File: src/rtl/sub2x16_approx_pipe.sv
// Two-stage pipelined approximate subtractor: low K bits pass A through, borrow predicted from bit K-1.
// Optional error statistics (err_cnt, err_max, stats_clr) when SUB_ERR_STATS_EN is defined.
module sub2x16_approx_pipe #(
  parameter int WIDTH       = 16,
  parameter int APPROX_LSBS = 3
) (
  input  logic             clk,
  input  logic             rst,
  input  logic             in_valid,
  output logic             in_ready,
  input  logic [WIDTH-1:0] in_a,
  input  logic [WIDTH-1:0] in_b,
  output logic             out_valid,
  input  logic             out_ready,
  output logic [WIDTH-1:0] out_diff,
  output logic             out_borrow
`ifdef SUB_ERR_STATS_EN
  ,
  input  logic             stats_clr,
  output logic [15:0]      err_cnt,
  output logic [WIDTH-1:0] err_max
`endif
);

  localparam int K  = APPROX_LSBS;
  localparam int HW = WIDTH - K;

  logic             s1_valid;
  logic [WIDTH-1:0] s1_a;
  logic [HW-1:0]    s1_b_hi;
  logic             s1_bp;
  logic             s1_ready;
  logic             s2_ready;
  logic             in_xfer;
  logic             s1_adv;
  logic [HW:0]      hi_ext;

  assign s2_ready = ~out_valid | out_ready;
  assign s1_ready = ~s1_valid | s2_ready;
  assign in_ready = s1_ready;
  assign in_xfer  = in_valid & s1_ready;
  assign s1_adv   = s1_valid & s2_ready;

  always_ff @(posedge clk) begin
    if (rst) begin
      s1_valid <= 1'b0;
    end else if (s1_ready) begin
      s1_valid <= in_valid;
    end
  end

  always_ff @(posedge clk) begin
    if (in_xfer) begin
      s1_a    <= in_a;
      s1_b_hi <= in_b[WIDTH-1:K];
      s1_bp   <= ~in_a[K-1] & in_b[K-1];
    end
  end

  // Upper field subtract with an extra bit to expose the borrow out
  assign hi_ext = {1'b0, s1_a[WIDTH-1:K]}
                - {1'b0, s1_b_hi}
                - {{HW{1'b0}}, s1_bp};

  always_ff @(posedge clk) begin
    if (rst) begin
      out_valid  <= 1'b0;
      out_diff   <= '0;
      out_borrow <= 1'b0;
    end else begin
      if (s2_ready) begin
        out_valid <= s1_valid;
      end
      if (s1_adv) begin
        out_diff   <= {hi_ext[HW-1:0], s1_a[K-1:0]};
        out_borrow <= hi_ext[HW];
      end
    end
  end

`ifdef SUB_ERR_STATS_EN
  logic [WIDTH-1:0] s1_exact;
  logic [WIDTH-1:0] s2_exact;
  logic [WIDTH:0]   err_s;
  logic [WIDTH:0]   err_abs;
  logic             out_xfer;

  assign out_xfer = out_valid & out_ready;
  assign err_s    = {1'b0, out_diff} - {1'b0, s2_exact};
  assign err_abs  = err_s[WIDTH] ? (~err_s + 1'b1) : err_s;

  always_ff @(posedge clk) begin
    if (in_xfer) begin
      s1_exact <= in_a - in_b;
    end
    if (s1_adv) begin
      s2_exact <= s1_exact;
    end
  end

  always_ff @(posedge clk) begin
    if (rst || stats_clr) begin
      err_cnt <= '0;
      err_max <= '0;
    end else if (out_xfer && (out_diff != s2_exact)) begin
      if (err_cnt != 16'hFFFF) begin
        err_cnt <= err_cnt + 16'd1;
      end
      if (err_abs[WIDTH-1:0] > err_max) begin
        err_max <= err_abs[WIDTH-1:0];
      end
    end
  end
`endif

endmodule
File: config.mk
export PLATFORM = sky130hd
export DESIGN_NAME = sub2x16_approx_pipe
export DESIGN_NICKNAME = d
export VERILOG_FILES = /design/src/rtl/sub2x16_approx_pipe.sv
export SDC_FILE = /design/constraint.sdc
export NUM_CORES = 1
export LEC_CHECK = 0
export CAP_MARGIN = 20
export CORE_UTILIZATION = 50
export CTS_CLUSTER_DIAMETER = 40
export DETAILED_ROUTE_END_ITERATION = 6
export GPL_ROUTABILITY_DRIVEN = 0
export PLACE_DENSITY = 0.9
export SYNTH_ARGS = -nofsm -noshare
export SYNTH_HDL_FRONTEND = slang
export SYNTH_SLANG_ARGS = --single-unit
File: constraint.sdc
create_clock -name clk -period 2.8 [get_ports clk]
set_input_delay 0.84 -clock clk [delete_from_list [all_inputs] [get_ports clk]]
set_output_delay 0.84 -clock clk [all_outputs]
set_load 0.01 [all_outputs]
* Yosys cells after proc, flatten, opt, wreduce, memory -nomap -nowiden
Cells that the tools add are included.
** Storage, ports and cells
- Flip-flop bits (word level) :: 49
- Latch bits :: 0
- Memory bits (writable) :: 0
- Memory bits (read-only) :: 0
- Output and inout bits :: 19
- Logic and storage cells :: 17
- Memories :: 0
** Cells by class
- $add $sub $neg :: 2
- $mul :: 0
- Divide/modulo/power cells :: 0
- Magnitude comparators :: 0
- Eq/ne operators :: 0
- Shift-type cells :: 0
- Multiplexer cells :: 0
- Bitwise gates (word level) :: 8
- Reduce and logical (&&, ||, !) cells :: 0
** Operators by type and width (number)
- $sub A13 B13 Y14 :: 1
- $sub A14 B1 Y14 :: 1
- $and A1 B1 Y1 :: 3
- $not A1 Y1 :: 3
- $or A1 B1 Y1 :: 2

* Longest topological paths before layout
Gate-level depths: netlist (run 1).
- Depth in word-level cells :: 4
- Depth in mapped cells :: 10
- Depth with buffers taken out :: 10

* Worst setup path before layout (run 1)
No wires, ideal clock.
- Kind :: input-to-reg
- From :: input out_ready
- To :: register s1_a[0], enable pin
- Setup time :: 0.390 ns
- Data arrival time :: 1.804 ns
- Required time :: 2.410 ns
- Slack :: 0.606 ns
- Stages :: 3
- Path buffers :: 0
- Path through :: nor2b_1 > nand2_1 > and2_1
** On the way
- Cells in the longest elaborated chain, start to end :: 3
** RTL lines
- from (decl) :: RTL line 14 : input logic out_ready,
- $or A1 B1 Y1 :: RTL line 38 : assign s2_ready = ~out_valid | out_ready;
- $or A1 B1 Y1 :: RTL line 39 : assign s1_ready = ~s1_valid | s2_ready;
- named net in_ready :: RTL line 10 : output logic in_ready,
- $and A1 B1 Y1 :: RTL line 41 : assign in_xfer = in_valid & s1_ready;
- named net in_xfer :: RTL line 34 : logic in_xfer;
- to (signal assigned) :: RTL line 54 : s1_a <= in_a;
- to (decl) :: RTL line 29 : logic [WIDTH-1:0] s1_a;
The timed path passes the listed nets, and every way through them passes these cells.
A chain may end at the register's enable or synchronous reset.

* Final worst setup path (run 1)
- From :: input out_ready
- To :: output in_ready
** On the way
- Cells in the longest elaborated chain, start to end :: 2
** RTL lines (RTL line)
- $or A1 B1 Y1 :: 38
- $or A1 B1 Y1 :: 39
- to (decl) :: 10
Every way passes these cells.

==> reports/qor.csv, run 1 <==
stage,metric,value,unit
outcome,run_status,finished clean,
worst_setup_path,cp_top_family,buffers and inverters,
synthesis,ys_seq_elements,49,
finish,nNetsFinal,357,
pwr,power_leakage,0.001341,uW
clock_network,root_buffer,clkbuf_8,
worst_setup_path,slowest_stage,clkdlybuf4s50_1,
synthesis,synth_area_leaders,"edfxtp_1 36%, dfxtp_1 15%, ha_1 12%",
synthesis,syn_inst,235,
worst_setup_path,cp-start-kind,primary input,
clock_network,hold_buffers,0,
synthesis,yosysWarnings,0,
clock_network,clkTransAtPathRegs,0.10,ns
floorplanning,rows,25,
sta,fin_worst_skew,0.01295,ns
synthesis,synth_cell_types,37,
finish,insertedDiodeCount,0,
synthesis,synth_top_area_frac,0.3644,
grt,antenna_found_initial,0,
sta,max_freq,381.9,MHz
clock_network,cts.sinks,49,
grt,grt_pass1_wl,7362,um
grt,grt_pass1_vias,1732,
worst_setup_path,cp_max_fo,2,
floorplanning,core_area,4755,um2
sta,hold_viol,0,
synthesis,synth_most_common_cell,inv_1,
synthesis,avgSynthCellArea,10.52,um2
sta,grt_setup_unrepaired,false,
worst_setup_path,path_cells,"clkdlybuf4s50_1, nor2b_1, nand2_1, dlygate4sd2_1",
drt,routedWlPerCell,12.16,um
sta,setup_slack,0.1816,ns
worst_setup_path,cp.arrival,1.78,ns
floorplanning,fp.dieW,72.32,um
floorplanning,initial_core_util,0.5200,
synthesis,synth_flop_cell,edfxtp_1,
sta,worstMarginPinSlew,0.5030,ns
drt,postRouteAntennaNets,0,
floorplanning,num_io_pins,55,
synthesis,synth.yosys.seq_area_share,0.5182,
floorplanning,die_y,72.32,um
flow_run,drv_cap,0,
drt,vias_per_cell,5.028,
worst_setup_path,critPathCaptureType,output port,
clock_network,clk_path_buf_depth,2,
grt,gr-total-overflow,0,
clock_network,ctsHtreeMaxLevel,2,
worst_setup_path,slowest_delay,0.40,ns
finish,syn2layout_area_growth,30.36,%
drt,first_iter_violations,119,
sta,fin_crit,2.618,ns
pwr,finalPower,1729,uW
synthesis,syn-cell-area,2472,um2
worst_setup_path,required,1.96,ns
drt,drt-total-wl,4413,um
synthesis,synthArstFlopShare,0,
drt,vias,1825,
synthesis,synth_edf_count,30,
grt,grt_use_total,0.1876,
placed_design,place_ws,-0.007792,ns
sta,relSlewSlack,0.6636,
sta,fin_crit_sh,0.9351,
worst_setup_path,crit_buf_inv,2,
clock_network,cts_tree,built,
synthesis,synth_nets,297,
worst_setup_path,path_class,in2out,
clock_network,clock_latency,0.31,ns
grt,grt_max_degree,31,
placed_design,numPortBuffers,52,
floorplanning,dieArea,5230,um2
sta,final_max_slew_viol_count,0,
synthesis,yosys-top-cells-count,"38 x inv_1, 30 x edfxtp_1, 24 x ha_1",
sta,finalSetupViolCount,0,
synthesis,yosysTopAreaCell,edfxtp_1,
hold_path,min_path_type,reg2reg,
finish,drive_gt1_frac,0.06081,
drt,drtPass1Iterations,4,
clock_network,cts_made_buffers,5,
finish,fillCellCount,370,
drt,drc,0,
placed_design,place_hpwl,3224,um
sta,hold_slack,0.4669,ns
pwr,ir_drop,365.7,uV
pwr,power_density,536.3,nW/um2
path summary, 6_finish.rpt:
| kind | endpoint | from | slack (ns) | cells after the start |
|---|---|---|---|---|
| setup / recovery | in_ready | out_ready | 0.18 | 4 |
| hold / removal | out_diff[1] | out_diff[1] | 0.47 | 2 |
| setup reg to reg | out_diff[15] | s1_a[3] | 0.32 | 9 |
| hold reg to reg | out_diff[1] | out_diff[1] | 0.47 | 2 |
power by group:
| part | total (uW) | switching, uW | internal (uW) | leakage (uW) |
|---|---|---|---|---|
| clock network | 474 | 242 | 232 | 0.0000569 |
| logic | 416 | 203 | 214 | 0.000835 |
| registers | 838 | 21.4 | 817 | 0.000449 |
| total | 1730 | 466 | 1260 | 0.00134 |
routing by layer:
layer  routed length, um  vias up  part of all wire  track usage
met5                   0        -                 0            0
met4                  91        0             0.021      0.08279
met3                 207        7             0.047      0.05556
met2                2304       41              0.52       0.3416
met1                1810      859              0.41       0.1998
li1                    -      918                 -            -
per-stage QoR:
stage,cell area (um2),instances,setup TNS (ns),util
2_1_floorplan,2472,235,0,-
3_3_place_gp,3108,354,0,0.6537
3_5_place_dp,3108,354,-0.007792,0.6537
4_1_cts,3223,363,0,0.6779
5_1_grt,3223,363,0,0.6779
6_report,3223,363,0,0.6779
worst min-delay path, delay by kind of cell (launching register included):
family	cells	cell delay (ns)
DFF	1	0.32
AOI/OAI and AO/OA	1	0.06
and+or+nand+nor	1	0.05
state kept, by name (all words and copies together), names as in the netlist:
signal	flops
out_diff	16
s1_bp	1
s1_b_hi	13
s1_valid	1
out_borrow	1
out_valid	1
s1_a	16
layout by cell type, fill, tap and decap left out, drive strengths merged, types with 7 or more instances in the layout:
cell type / n
clkdlybuf4s50: 51
inv: 39
edfxtp: 30
ha: 24
nand2: 24
dfxtp: 19
a21oi: 19
nor2: 13
xnor2: 7
o21ai: 7
cell families after synthesis:
family,after synthesis,share of synthesized area
compound gates,45,0.1215
simple gates,64,0.1290
xor+xnor,8,0.02834
flops,49,0.5182
fa+ha+maj,26,0.1377
buf+inv,43,0.06529
area by class of cell:
cell class,count,area [um2],area share
sequential,49,1281,0.3975
multi-input combinational,143,1030,0.3195
timing repair buffer,58,576.8,0.1790
inverter,38,142.6,0.04425
clock buffer,6,93.84,0.02911
tap,67,83.83,0.02601
clock inverter,2,15.01,0.004658
timing repair:
item,in CTS,in global routing
setup buffers,1,0
setup endpoints to repair,1,0
hold endpoints to repair,0,0
gates resized for setup,1,0
(Power assumes the default switching activity.)
==> run 2: changes to the inputs <==
--- a/config.mk
+++ b/config.mk
@@ -6,11 +6,13 @@
 export NUM_CORES = 1
 export LEC_CHECK = 0
 export CAP_MARGIN = 20
-export CORE_UTILIZATION = 50
+export CELL_PAD_IN_SITES_DETAIL_PLACEMENT = 1
+export CELL_PAD_IN_SITES_GLOBAL_PLACEMENT = 2
+export CORE_UTILIZATION = 31
 export CTS_CLUSTER_DIAMETER = 40
 export DETAILED_ROUTE_END_ITERATION = 6
 export GPL_ROUTABILITY_DRIVEN = 0
-export PLACE_DENSITY = 0.9
+export PLACE_DENSITY = 0.89
 export SYNTH_ARGS = -nofsm -noshare
 export SYNTH_HDL_FRONTEND = slang
 export SYNTH_SLANG_ARGS = --single-unit
==> run 2 against run 1 <==
Cell count rose by 9.4%. Via count rose by 0.71%. Critical path depth did not move. Design area rose by 1.1%. Combinational power barely moved. Non-clock buffer count fell by 1. Die area rose by 59%. Critical endpoint unchanged. Total power rose by 0.81%. Worst setup slack improved by 0.010 ns. Sequential share of layout area fell by 0.44 points. Maximum frequency rose by 0.39%. Largest power group unchanged. Sequential power barely moved.
==> reports/qor.csv, run 2 (synthesis gave the netlist of run 1 again) <==
stage,metric,value,unit
outcome,run_status,finished clean,
floorplanning,initial_core_util,0.3199,
worst_setup_path,cp.arrival,1.77,ns
placed_design,place_hpwl,3766,um
sta,fin_worst_skew,0.008737,ns
sta,worstMarginPinSlew,0.5236,ns
grt,grt_pass1_vias,1914,
floorplanning,fp.dieW,91.31,um
placed_design,numPortBuffers,52,
finish,syn2layout_area_growth,31.83,%
hold_path,min_path_type,reg2reg,
worst_setup_path,rrSetupSlack,0.38,ns
sta,hold_viol,0,
sta,finalSetupViolCount,0,
finish,nNetsFinal,356,
floorplanning,num_io_pins,55,
clock_network,cts_made_buffers,5,
sta,grt_setup_unrepaired,false,
drt,first_iter_violations,61,
grt,gr-total-overflow,0,
placed_design,dp_cells,389,
sta,relSlewSlack,0.6499,
worst_setup_path,r2r_start,s1_a[3],
worst_setup_path,worstReg2RegEnd,out_diff[15],
grt,antenna_found_initial,0,
clock_network,ctsHtreeMaxLevel,2,
drt,postRouteAntennaNets,0,
grt,grt_max_degree,31,
clock_network,clk_path_buf_depth,2,
drt,vias,1838,
grt,grt_pass1_wl,8618,um
drt,routedWlPerCell,12.41,um
worst_setup_path,cp_max_fo,2,
worst_setup_path,critPathCaptureType,output port,
hold_path,holdPathEnd,out_diff[0],
floorplanning,dieArea,8337,um2
worst_setup_path,cp_top_family,buffers and inverters,
finish,final_common_cell,clkdlybuf4s50_1,
drt,drc,0,
sta,fin_crit_sh,0.9315,
sta,setup_tns,0,ns
floorplanning,rows,32,
pwr,power_density,534.6,nW/um2
clock_network,cts_setup_buffers,0,
sta,max_freq,383.4,MHz
finish,finalNonFillerCells,397,
worst_setup_path,slowest_delay,0.40,ns
drt,drtPass1Iterations,3,
flow_run,drv_cap,0,
worst_setup_path,path_class,in2out,
drt,vias_per_cell,4.630,
finish,final_cell_mix,"51 x clkdlybuf4s50_1, 38 x inv_1, 30 x edfxtp_1",
worst_setup_path,crit_buf_inv,2,
grt,grt_use_total,0.1303,
clock_network,cts_tree,built,
sta,fin_crit,2.608,ns
finish,drive_gt1_frac,0.05763,
clock_network,root_buffer,clkbuf_8,
clock_network,cts.sinks,49,
finish,largestRegisters,"out_diff (16), s1_a (16), s1_b_hi (13)",
worst_setup_path,required,1.96,ns
sta,hold_slack,0.4673,ns
worst_setup_path,cp-start-kind,primary input,
pwr,ir_drop,275.0,uV
clock_network,hold_buffers,0,
sta,final_max_slew_viol_count,0,
worst_setup_path,rr_worst_depth,9,
drt,drt-total-wl,4927,um
clock_network,clock_latency,0.30,ns
hold_path,whs_path_depth,2,
worst_setup_path,path_cells,"clkdlybuf4s50_1, nor2b_1, nand2_1, dlygate4sd2_1",
worst_setup_path,slowest_stage,clkdlybuf4s50_1,
hold_path,min-delay-start,out_diff[0],
floorplanning,die_y,91.31,um
clock_network,clkTransAtPathRegs,0.10,ns
finish,insertedDiodeCount,0,
pwr,power_leakage,0.001336,uW
floorplanning,core_area,7727,um2
## run 2: final cells by class
cell class,instances,area [um2]
Multi-Input combinational cell,143,1030
Inverter,38,142.6
Tap cell,102,127.6
Fill cell,866,4468
Clock inverter,2,15.01
Sequential cell,49,1281
Timing Repair Buffer,57,569.3
Clock buffer,6,93.84
## run 2: repair_timing
| item | 4_1_cts | 5_1_grt |
|---|---|---|
| gates resized for setup | 1 | 0 |
| setup endpoints to repair | 1 | 0 |
| endpoints found under the hold margin | 0 | 0 |
## run 2: stage by stage
stage	cell area [um2]	util	total power (uW)	setup WS (ns)
after detailed placement	3152	0.4079	1281	-0.002323
after floorplan	2472	-	1113	0.6059
after CTS	3259	0.4218	1776	0.1865
final	3259	0.4218	1743	0.1918
after global routing	3259	0.4218	1849	0.1229
after global placement	3152	0.4079	1267	0.01850
## run 2: metal layers
| metal | vias to the layer above | GRT usage | wire length, um |
|---|---|---|---|
| met5 | - | 0 | 0 |
| met3 | 4 | 0.03015 | 192 |
| met4 | 0 | 0.03175 | 31 |
| li1 | 918 | - | - |
| met2 | 37 | 0.2355 | 2542 |
| met1 | 879 | 0.1556 | 2161 |
## run 2: power breakdown
part           total (uW)  internal [uW]  leakage (uW)  switching [uW]
registers             839            817      0.000449            22.0
logic                 419            214      0.000830             205
clock network         485            233     0.0000569             252
total                1740           1260       0.00134             480
## run 2: how the worst max path moves through the flow
| stage | depth (start not counted) | to | from |
|---|---|---|---|
| 5_1_grt | 4 | in_ready | out_ready |
| 4_1_cts | 4 | in_ready | out_ready |
| 6_report | 4 | in_ready | out_ready |
| 3_5_place_dp | 4 | in_ready | out_ready |
| 2_1_floorplan | 3 | s1_a[0] | out_ready |
| 3_3_place_gp | 4 | in_ready | out_ready |
## run 2: worst register-to-register path, stage by stage, from the launching register on
cell and delay [ns]:
edfxtp_1 0.41, fa_1 0.46, inv_1 0.08, fa_1 0.23
and2_1 0.18, o21ai_1 0.09, o41a_4 0.39, a311oi_2 0.27
or4_1 0.14, nand3_1 0.06
==> run 3: changes to the inputs <==
--- a/config.mk
+++ b/config.mk
@@ -12,7 +12,9 @@
 export CTS_CLUSTER_DIAMETER = 40
 export DETAILED_ROUTE_END_ITERATION = 6
 export GPL_ROUTABILITY_DRIVEN = 0
+export HOLD_SLACK_MARGIN = 0.05
 export PLACE_DENSITY = 0.89
+export SLEW_MARGIN = 20
 export SYNTH_ARGS = -nofsm -noshare
 export SYNTH_HDL_FRONTEND = slang
 export SYNTH_SLANG_ARGS = --single-unit
==> results of run 3 <==
Same layout as run 2: the final DEF is identical, and so are final timing and power.
